## src/rtl/reg_index_encoder.sv

```systemverilog
// Register write-enable mask to 4-bit index encoder with lowest-first serialisation.
// Build option: define ONEHOT_CHECK_EN to reject multi-hot masks (err_multi) instead of draining them.
module reg_index_encoder #(
    parameter int NREG = 16,
    parameter int IDXW = 4
) (
    input  logic            clk,
    input  logic            reset,
    input  logic            req_valid,
    output logic            req_ready,
    input  logic [NREG-1:0] req_mask,
    input  logic [4:0]      sel_in,
    output logic [IDXW-1:0] sel_idx,
    output logic            sel_err,
    output logic            idx_valid,
    input  logic            idx_ready,
    output logic [IDXW-1:0] idx_out,
    output logic            idx_last,
    output logic            err_empty,
    output logic            err_multi
);

    typedef enum logic {
        IDLE  = 1'b0,
        DRAIN = 1'b1
    } state_t;

    state_t          state_q;
    state_t          state_d;
    logic [NREG-1:0] pending_q;
    logic [NREG-1:0] pending_d;
    logic            err_empty_d;

    // Index of the lowest set bit; scanning downwards lets the lowest hit win.
    function automatic logic [IDXW-1:0] lowest_index(input logic [NREG-1:0] m);
        logic [IDXW-1:0] idx;
        idx = '0;
        for (int i = NREG - 1; i >= 0; i--) begin
            if (m[i]) begin
                idx = IDXW'(i);
            end
        end
        return idx;
    endfunction

    function automatic logic is_multi(input logic [NREG-1:0] m);
        return (m & (m - NREG'(1))) != '0;
    endfunction

    function automatic logic is_onehot(input logic [NREG-1:0] m);
        return (m != '0) && !is_multi(m);
    endfunction

    function automatic logic sel_in_range(input logic [4:0] s);
        return (s >= 5'd1) && (s <= 5'(NREG));
    endfunction

`ifdef ONEHOT_CHECK_EN
    logic err_multi_d;
`endif

    always_comb begin
        state_d     = state_q;
        pending_d   = pending_q;
        err_empty_d = 1'b0;
`ifdef ONEHOT_CHECK_EN
        err_multi_d = 1'b0;
`endif
        req_ready   = 1'b0;
        idx_valid   = 1'b0;
        // pending is zero whenever the block is idle, so these read 0 there.
        idx_out     = lowest_index(pending_q);
        idx_last    = is_onehot(pending_q);

        case (state_q)
            IDLE: begin
                req_ready = 1'b1;
                if (req_valid) begin
                    if (req_mask == '0) begin
                        err_empty_d = 1'b1;
                    end
`ifdef ONEHOT_CHECK_EN
                    else if (is_multi(req_mask)) begin
                        err_multi_d = 1'b1;
                    end
`endif
                    else begin
                        pending_d = req_mask;
                        state_d   = DRAIN;
                    end
                end
            end
            DRAIN: begin
                idx_valid = 1'b1;
                if (idx_ready) begin
                    // Clearing the lowest set bit retires exactly the index on idx_out.
                    pending_d = pending_q & (pending_q - NREG'(1));
                    if (idx_last) begin
                        state_d = IDLE;
                    end
                end
            end
            default: begin
                state_d   = IDLE;
                pending_d = '0;
            end
        endcase
    end

    always_ff @(posedge clk or posedge reset) begin
        if (reset) begin
            state_q   <= IDLE;
            pending_q <= '0;
            err_empty <= 1'b0;
        end else begin
            state_q   <= state_d;
            pending_q <= pending_d;
            err_empty <= err_empty_d;
        end
    end

`ifdef ONEHOT_CHECK_EN
    always_ff @(posedge clk or posedge reset) begin
        if (reset) begin
            err_multi <= 1'b0;
        end else begin
            err_multi <= err_multi_d;
        end
    end
`else
    assign err_multi = 1'b0;
`endif

    // Select path: free-running register, unrelated to the mask FSM.
    always_ff @(posedge clk or posedge reset) begin
        if (reset) begin
            sel_idx <= '0;
            sel_err <= 1'b1;
        end else if (sel_in_range(sel_in)) begin
            sel_idx <= IDXW'(sel_in - 5'd1);
            sel_err <= 1'b0;
        end else begin
            sel_idx <= '0;
            sel_err <= 1'b1;
        end
    end

endmodule

```

## config.mk

```make
export PLATFORM = sky130hd
export DESIGN_NAME = reg_index_encoder
export DESIGN_NICKNAME = d
export VERILOG_FILES = /design/src/rtl/reg_index_encoder.sv
export SDC_FILE = /design/constraint.sdc
export NUM_CORES = 1
export LEC_CHECK = 0
export ABC_CLOCK_PERIOD_IN_PS = 6300
export CORE_MARGIN = 5
export CORE_UTILIZATION = 30
export CTS_CLUSTER_DIAMETER = 80
export CTS_CLUSTER_SIZE = 30
export DETAILED_ROUTE_END_ITERATION = 8
export PLACE_DENSITY_LB_ADDON = 0.15
export SLEW_MARGIN = 20
export SYNTH_ARGS = -nofsm -noshare
export SYNTH_HDL_FRONTEND = slang
export SYNTH_SLANG_ARGS = --single-unit
export TNS_END_PERCENT = 5
```

## constraint.sdc

```tcl
create_clock -name clk -period 6.3 [get_ports clk]
set_clock_uncertainty 0.1 [all_clocks]
set_input_delay 1.89 -clock clk [delete_from_list [all_inputs] [get_ports clk]]
set_output_delay 1.89 -clock clk [all_outputs]
set_load 0.03 [all_outputs]
```

==> metrics.yaml, run 1 <==
clocking:
  clk_pin_slew_worst_paths_ps: 90
  cts_tree: "done"
  hold_buffers: 0
  htreeDepth: 1
  clock_sinks: 23
  post_cts_buffers: 0
  cts_inserted_buffers: 3
  root_buffer: "clkbuf_8"
  cts_resized: 0
  ctsLongestPathBuffers: 2
  clock_latency_ps: 270
yosys:
  syn-num-nets: 194
  synth_cells: 166
  ys.flop_type: "dfrtp_1"
  synth_area_um2: 1430
  synth_cell_types: 41
  synthArstFlopShare: 1.000
  ys_seq_area_frac: 0.4033
  synth-seq-cells: 23
  synth_xor_area_frac: 0.01225
  synthAdderAreaFrac: 0.02625
  synth-simple-area-share: 0.2292
  synth_warnings: 0
  synth_enable_flop_cells: 0
  synth_compound_area_frac: 0.2642
  synth_top_family_by_area: "compound AO/OA/AOI/OAI gates"
  synth_mux_area_frac: 0.007874
  syn_area_per_cell_um2: 8.615
pwr:
  leakage_nw: 0.7719
  power_density_nw_per_um2: 522.1
  ir_worst_vdd_mv: 0.4165
global_route:
  antenna_found_initial: 0
  grt_max_degree: 24
  grt_pass1_vias: 1289
  grt_usage: 0.1317
  grt_pass1_wl_mm: 6.451
  gr-total-overflow: 0
layout:
  nFillCells: 463
  drive_gt1_frac: 0.06599
  final_cell_area_um2: 1871
  post-route-util: 0.4013
  syn2layout_area_growth_pct: 30.80
  antenna_cells: 0
  nets: 226
  final_cell_mix: "clkdlybuf4s50_1 (37), dfrtp_1 (22), nor2_1 (17)"
  layout_commonest_cell: "clkdlybuf4s50_1"
die:
  core_area_um2: 4661
  die_x_um: 79.05
  ios: 39
  start_util: 0.3068
  die_area_um2: 6248
  rows: 25
  die_h_um: 79.05
critical_path:
  worst_setup_path_start_kind: "flop"
  endpoint_kind: "output pin"
  path_class: "flop to output pin"
  crit_fanout: 8
  crit_arrival_ps: 2870
  required_ps: 4310
detailed_routing:
  route.vias.total: 1372
  dr.pass1.iters: 4
  drt_iter0_drc: 132
  wire_per_inst_um: 15.86
  via_per_inst: 5.466
  postRouteAntennaNets: 0
  drc: 0
  routed_wl_mm: 3.982
timing:
  rsz0062_at_grt: "false"
  drv_slew: 0
  relSlewSlack: 0.3750
  finalHoldViolations: 0
  setup_violations: 0
  fin_setup_tns_ps: 0
  period_minus_slack_ps: 4858
  fmax_mhz: 205.8
  worst_pin_slew_ps: 936.4
  period_share: 0.7712
placed_design:
  hpwl_mm: 2.969
  portBuffers: 37
  dpl_cell_area_um2: 1824
  gp_congestion: 0.9190
outcome:
  run_status: "finished clean"
hold_path:
  min_path_type: "flop to flop"
flow_run:
  max_cap_violations: 0
## routing by layer
layer  part of all wire  global-route usage  up-vias
met2               0.49              0.2071       32
met1               0.46              0.1823      669
li1                   -                   -      666
met3              0.048             0.03175        5
met5                  0                   0        -
met4             0.0085             0.03093        0
## cell families after synthesis
group	Yosys count
muxes	1
xor gates and xnor gates	2
adders and majority gates	3
AOI/OAI and AO/OA	57
buffers and inverters	19
other	1
DFF	23
and+or+nand+nor	60
## flip-flops by register name, indices dropped and copies added (netlist names)
register   count
pending_q     16
err_empty      1
sel_idx        4
sel_err        1
state_q        1
## path summary, 6_finish.rpt
check	depth (start not counted)	to	startpoint	slack, ps
max	6	idx_last	pending_q[0]	1440
min	1	pending_q[15]	pending_q[15]	500
max reg2reg	5	pending_q[3]	state_q	3750
min reg2reg	1	pending_q[15]	pending_q[15]	500
max in group asynchronous	2	pending_q[11]	reset	3510
min in group asynchronous	2	sel_idx[2]	reset	2020
## cell usage after synthesis (all sizes together), types with 2 or more instances
library cell	n	share of area
nand2	16	0.042
a22o	11	0.067
dfrtp	22	0.38
nand4	2	0.0087
a21oi	12	0.042
o21ai	16	0.056
nor2b	2	0.0087
a2111oi	2	0.012
clkbuf	8	0.022
ha	3	0.026
a31oi	4	0.017
buf	2	0.0087
xnor2	2	0.012
inv	9	0.024
o31ai	2	0.010
nor4	8	0.065
nand3	2	0.0070
nor3	8	0.028
nor2	17	0.045
a211oi	2	0.014
## report_power, final
| group | internal (mW) | total [mW] | switching (mW) |
|---|---|---|---|
| combinational | 0.253 | 0.585 | 0.332 |
| clock | 0.0444 | 0.0976 | 0.0532 |
| sequential | 0.195 | 0.294 | 0.0985 |
## stage by stage
| step | power [mW] | setup slack (ps) | std cells | hold slack [ps] |
|---|---|---|---|---|
| floorplan | 0.6925 | 2470 | 166 | 431.5 |
| global placement | 0.8727 | 1866 | 247 | 463.6 |
| detailed placement | 0.8743 | 1771 | 247 | 473.4 |
| CTS | 0.9776 | 1435 | 251 | 493.2 |
| global route | 1.048 | 1339 | 251 | 535.7 |
| finish | 0.9766 | 1442 | 251 | 498.4 |
## worst max-delay path: stages, from the launching register on
cell	delay, ps
dfrtp_1	480
nor4_4	500
nand2_1	250
a211oi_1	240
nor2_1	110
nor4_4	300
clkdlybuf4s50_1	720
## area by class of cell
| type | count | area (um^2) | area share |
|---|---|---|---|
| clock buffer | 3 | 41.29 | 0.02207 |
| inverter | 9 | 33.78 | 0.01806 |
| timing repair buffer | 37 | 370.4 | 0.1980 |
| multi-input combinational | 124 | 775.7 | 0.4147 |
| sequential | 23 | 576.8 | 0.3084 |
| tap | 54 | 67.56 | 0.03612 |
| clock inverter | 1 | 5.005 | 0.002676 |
(Power assumes the default switching activity.)
==> run 2: changes to the inputs <==
--- a/config.mk
+++ b/config.mk
@@ -5,7 +5,7 @@
 export SDC_FILE = /design/constraint.sdc
 export NUM_CORES = 1
 export LEC_CHECK = 0
-export ABC_CLOCK_PERIOD_IN_PS = 6300
+export ABC_CLOCK_PERIOD_IN_PS = 4000
 export CORE_MARGIN = 5
 export CORE_UTILIZATION = 30
 export CTS_CLUSTER_DIAMETER = 80
==> constraint.sdc (replaced) <==
create_clock -name clk -period 4 [get_ports clk]
set_clock_uncertainty 0.1 [all_clocks]
set_input_delay 1.2 -clock clk [delete_from_list [all_inputs] [get_ports clk]]
set_output_delay 1.2 -clock clk [all_outputs]
set_load 0.03 [all_outputs]
==> run 2 against run 1 <==
Count of clock-buffer cells in the layout is the same. Combinational power up 61%. Sequential cell count unchanged. Register-to-register slack got worse by 2100 ps. Sequential share of layout area fell by 0.37 points. First-iteration DRC count shrank 30%. Setup slack got worse by 1300 ps. Clock power is 59% higher. Die area did not move. Largest power group unchanged. Final cell count is 1.2% higher. Power grew 60%.
==> metrics.yaml, run 2 (synthesis gave the netlist of run 1 again) <==
outcome:
  run_status: "finished clean"
pwr:
  ir_worst_vdd_mv: 0.6800
  switching_power_uw: 762.3
  p_int_uw: 797.3
  leakage_nw: 0.7915
  p_seq_frac: 0.299
  power_frac_comb: 0.602
  power_density_nw_per_um2: 823.8
  p_clk_frac: 0.099
  netSwitchingFraction: 0.4888
hold_path:
  min-delay-start: "pending_q[15]"
  hold_depth: 1
  whs_endpoint: "pending_q[15]"
  min_path_type: "flop to flop"
placed_design:
  portBuffers: 37
  hpwl_mm: 3.030
  gp_congestion: 0.9097
  post-place-ws_ps: 222.4
timing:
  rsz0062_at_grt: "false"
  worst_pin_slew_ps: 917.0
  fmax_mhz: 262.0
  drv_slew: 0
  worst_slack_ps: 182.8
  period_minus_slack_ps: 3817
  relSlewSlack: 0.3880
  period_share: 0.9543
  finalHoldViolations: 0
  fin_setup_tns_ps: 0
  setup_violations: 0
critical_path:
  critPathLaunch: "pending_q[14]"
  worst_setup_path_start_kind: "flop"
  worstReg2RegEnd: "pending_q[8]"
  r2r_cells: 5
  crit_arrival_ps: 2520
  required_ps: 2700
  regToRegSetupSlack_ps: 1680
  r2r-start: "state_q"
  crit_fanout: 7
  endpoint_kind: "output pin"
  path_class: "flop to output pin"
clocking:
  htreeDepth: 1
  ctsLongestPathBuffers: 2
  cts_inserted_buffers: 3
  root_buffer: "clkbuf_8"
  clk_pin_slew_worst_paths_ps: 90
  clock_sinks: 23
  hold_buffers: 0
  clock_latency_ps: 270
  cts_tree: "done"
die:
  die_area_um2: 6248
  rows: 25
  ios: 39
  die_x_um: 79.05
  core_area_um2: 4661
  die_h_um: 79.05
  start_util: 0.3068
global_route:
  grt_pass1_vias: 1321
  grt_pass1_wl_mm: 6.396
  top_usage_layer: "met2"
  grt_usage: 0.1293
  met3_usage: 0.02268
  antenna_found_initial: 0
  global_route.usage.met1: 0.1761
  grt_max_degree: 24
  gr-total-overflow: 0
  use_met2: 0.2071
detailed_routing:
  postRouteAntennaNets: 0
  route.vias.total: 1368
  dr.pass1.iters: 4
  drt_iter0_drc: 93
  routed_wl_mm: 3.990
  drc: 0
  wire_per_inst_um: 15.71
  via_per_inst: 5.386
layout:
  final_cell_mix: "clkdlybuf4s50_1 (36), dfrtp_1 (22), nor2_1 (17)"
  regMostFlops: "pending_q"
  nets: 229
  reg_top3: "pending_q: 16 flops, sel_idx: 4 flops"
  drive_gt1_frac: 0.08000
  antenna_cells: 0
  largest_reg_flops: 16
  syn2layout_area_growth_pct: 32.37
  layout_commonest_cell: "clkdlybuf4s50_1"
flow_run:
  max_cap_violations: 0
## run 2: cell types whose count changed in the layout (fill, tap and decap cells not counted)
cell / previous run / this run
buf_4: 0 / 3
a2111oi_0: 2 / 1
a2111oi_1: 0 / 1
clkdlybuf4s50_1: 37 / 36
dlygate4sd2_1: 0 / 1
## run 2: power by group through the flow
stage	registers, mW	logic, mW	clock network [mW]
after CTS	0.464	0.940	0.152
after detailed placement	0.466	0.938	0
final	0.466	0.939	0.155
after floorplan	0.403	0.687	0
after global placement	0.465	0.943	0
after global routing	0.482	1.03	0.166
## run 2: worst max path at each step
stage | slack, ps | endpoint
final | 180 | idx_out[0]
after global routing | 1 | idx_last
after CTS | 110 | idx_out[0]
after detailed placement | 220 | idx_last
after global placement | 260 | idx_last
after floorplan | 860 | idx_last
## run 2: critical path, cell delays in order (launching register included)
cell and delay (ps):
dfrtp_1 460, nor2b_1 130, o21bai_1 70, a21oi_1 190, o21ai_0 120, a2111oi_1 420, a221o_1 180, clkdlybuf4s50_1 670
## run 2: stage by stage
stage	hold WS [ps]	cell area, um^2	instances	utilization	total power, mW
floorplan	431.5	1430	166	-	1.091
global placement	466.0	1847	250	0.3962	1.408
detailed placement	476.7	1847	250	0.3962	1.404
CTS	497.4	1892	254	0.4059	1.556
global route	545.2	1893	254	0.4062	1.677
finish	494.9	1893	254	0.4062	1.560
## run 2: what timing repair did
action,in CTS,in global routing
setup buffers,0,0
resized for setup,1,1
setup endpoints to repair,1,1
## run 2: area by class of cell
class | count | area (um^2)
clock buffers | 3 | 41.29
clock inverters | 1 | 5.005
fillers | 475 | 2768
inverters | 9 | 33.78
multi-input cells | 124 | 777.0
flip-flops and latches | 23 | 576.8
well taps | 54 | 67.56
repair buffers | 40 | 391.6
## run 2: per-layer routing
layer | vias up | routed length [um]
met5 | - | 0
met4 | 0 | 80
met2 | 41 | 1879
met1 | 643 | 1869
met3 | 9 | 161
li1 | 675 | -
==> run 3: changes to the inputs <==
--- a/config.mk
+++ b/config.mk
@@ -5,6 +5,7 @@
 export SDC_FILE = /design/constraint.sdc
 export NUM_CORES = 1
 export LEC_CHECK = 0
+export ABC_AREA = 1
 export ABC_CLOCK_PERIOD_IN_PS = 4000
 export CORE_MARGIN = 5
 export CORE_UTILIZATION = 30
@@ -16,4 +17,3 @@
 export SYNTH_ARGS = -nofsm -noshare
 export SYNTH_HDL_FRONTEND = slang
 export SYNTH_SLANG_ARGS = --single-unit
-export TNS_END_PERCENT = 5
==> run 3 against run 2 <==
First-iteration DRC count grew 2.2%. Non-clock buffer count shrank 2. Fmax grew 0.39%. Synthesized area grew 1.9%. Count of clock-buffer cells in the layout is the same. Sequential power shrank 18%. Wire length shrank 5.3%. Die area grew 1.7%. Largest cell class unchanged. Largest power group unchanged. Highest routed layer unchanged.
==> metrics.yaml, run 3 <==
critical_path:
  crit_buf_inv: 1
  endpoint_kind: "output pin"
  crit_arrival_ps: 2500
  r2r-start: "state_q"
  required_ps: 2700
  critical-path-slowest-cell: "clkdlybuf4s50_1"
  worst_setup_path_start_kind: "flop"
  path_cells: "nor2_1, nand2_2, nor2_4, nand2_1, o21ai_2, o211ai_1, nor2_1, and3_1, clkdlybuf4s50_1"
  crit_top_cell: "nor2_1"
  max_stage_delay_ps: 670
  path_class: "flop to output pin"
  crit_family: "simple AND/OR/NAND/NOR gates"
  critPathLaunch: "pending_q[2]"
  crit_fanout: 5
yosys:
  ys_seq_area_frac: 0.3957
  synth_cells: 194
  syn_area_per_cell_um2: 7.514
  synth_most_common_cell: "nand2_1"
  ys.flop_type: "dfrtp_1"
  synth_cell_types: 30
  synth_warnings: 0
  yosysTopAreaCell: "dfrtp_1"
  synthTopCellsByCount: "nand2_1 (48), inv_1 (25), dfrtp_1 (22), nor2_1 (17), o211ai_1 (14)"
  netlist_top_cells_area: "dfrtp_1 (38%), nand2_1 (12%), o211ai_1 (7.2%), inv_1 (6.4%), nor2_1 (4.4%)"
  synth_enable_flop_cells: 0
  syn-num-nets: 222
  synthArstFlopShare: 1.000
  synth-seq-cells: 23
  yosysTopAreaCellShare: 0.3777
  synth_area_um2: 1458
pwr:
  leakage_nw: 0.8921
  switching_power_uw: 694.8
  p_seq_frac: 0.276
  power_frac_comb: 0.613
  netSwitchingFraction: 0.5006
  p_clk_frac: 0.111
  ir_worst_vdd_mv: 0.2868
  power_density_nw_per_um2: 722.2
  p_int_uw: 693.1
clocking:
  cts_tree: "done"
  root_buffer: "clkbuf_8"
  htreeDepth: 1
  clock_latency_ps: 270
  clock_sinks: 23
  cts_resized: 0
  post_cts_buffers: 0
  hold_buffers: 0
  ctsLongestPathBuffers: 2
  cts_inserted_buffers: 3
  clk_pin_slew_worst_paths_ps: 90
global_route:
  antenna_found_initial: 0
  grt_usage: 0.1226
  grt_pass1_vias: 1343
  grt_pass1_wl_mm: 6.120
  gr-total-overflow: 0
  grt_max_degree: 30
placed_design:
  hpwl_mm: 2.958
  gp_congestion: 0.7575
  portBuffers: 37
  post-place-ws_ps: 501.7
detailed_routing:
  wire_per_inst_um: 12.76
  route.vias.total: 1400
  postRouteAntennaNets: 0
  routed_wl_mm: 3.778
  drt_iter0_drc: 95
  drc: 0
  dr.pass1.iters: 4
  via_per_inst: 4.730
layout:
  layout_commonest_cell: "nand2_1"
  drive_gt1_frac: 0.08297
  nets: 258
  multi_input_area_um2: 737.0
  nFillCells: 507
  final_cell_mix: "nand2_1 (48), clkdlybuf4s50_1 (37), inv_1 (25)"
  antenna_cells: 0
  largest_reg_flops: 16
  regMostFlops: "pending_q"
  reg_top3: "pending_q: 16 flops, sel_idx: 4 flops"
  syn2layout_area_growth_pct: 31.85
  regArea_um2: 576.8
die:
  rows: 25
  die_h_um: 79.71
  die_area_um2: 6353
  die_x_um: 79.71
  core_area_um2: 4723
  start_util: 0.3086
  ios: 39
outcome:
  run_status: "finished clean"
timing:
  rsz0062_at_grt: "false"
  period_share: 0.9506
  setup_violations: 0
  fin_setup_tns_ps: 0
  drv_slew: 0
  worst_pin_slew_ps: 907.0
  worst_slack_ps: 197.8
  period_minus_slack_ps: 3802
  fmax_mhz: 263.0
  relSlewSlack: 0.3946
  finalHoldViolations: 0
hold_path:
  min_path_type: "flop to flop"
  min-delay-start: "pending_q[3]"
flow_run:
  max_cap_violations: 0
==> run 3: changes by cell type in the layout (fill, tap and decap cells not counted), moves of 3 or more <==
cell	previous run	this run
nand2_1	16	48
inv_1	9	25
o211ai_1	0	14
a22o_1	11	0
nor3_1	8	0
o21ai_1	0	8
a21oi_1	12	5
o21ai_0	16	11
o21ai_2	0	3
==> run 3: routing by layer <==
layer  global-route usage  share of wire  vias up  wire [um]
met1               0.1662           0.48      646       1823
met2               0.1928           0.45       37       1689
li1                     -              -      713          -
met4              0.04124          0.012        0         44
met3              0.02596          0.058        4        220
met5                    0              0        -          0
==> run 3: cells by family after synthesis <==
logic type	count (synthesis)	share of synthesized area
adders and majority gates	3	0.02575
DFF	23	0.3957
and+or+nand+nor	86	0.2644
AOI/OAI and AO/OA	46	0.2009
other	1	0.002573
xor gates and xnor gates	2	0.01202
buffers and inverters	33	0.09871
==> run 3: cell type report <==
class / count / area share
clock inverter: 1 / 0.003906
sequential: 23 / 0.3001
inverter: 26 / 0.05078
timing repair buffer: 38 / 0.1966
tap: 67 / 0.04362
clock buffer: 3 / 0.02148
multi-input combinational: 138 / 0.3835
==> run 3: path summary, 6_finish.rpt <==
path | to | depth (start not counted) | slack [ps]
worst max-delay path | idx_last | 9 | 200
worst min-delay path | pending_q[3] | 2 | 480
worst max register to register | pending_q[3] | 5 | 2050
worst min register to register | pending_q[3] | 2 | 480
max in group asynchronous | pending_q[15] | 2 | 1920
min in group asynchronous | pending_q[7] | 2 | 1320
==> run 3: metrics by stage <==
| stage | cells | util | hold WS [ps] | total power, mW | instance area (um^2) |
|---|---|---|---|---|---|
| 2_1_floorplan | 194 | - | 428.5 | 0.9945 | 1458 |
| 3_3_place_gp | 292 | 0.3966 | 466.4 | 1.248 | 1873 |
| 3_5_place_dp | 292 | 0.3966 | 466.7 | 1.245 | 1873 |
| 4_1_cts | 296 | 0.4069 | 485.2 | 1.403 | 1922 |
| 5_1_grt | 296 | 0.4069 | 512.0 | 1.510 | 1922 |
| 6_report | 296 | 0.4069 | 481.8 | 1.388 | 1922 |
==> run 3: power groups by stage <==
stage               sequential (mW)  clock (mW)  combinational (mW)
floorplan                     0.382           0               0.612
CTS                           0.384       0.158               0.861
detailed placement            0.388           0               0.857
finish                        0.383       0.154               0.851
global route                  0.396       0.165               0.949
global placement              0.389           0               0.859
==> run 3: worst register-to-register path, cell delays in order (launching register included) <==
cell	delay [ps]
dfrtp_1	610
buf_4	310
nand2_1	140
nand2_2	430
o211ai_1	170
o21ai_1	120
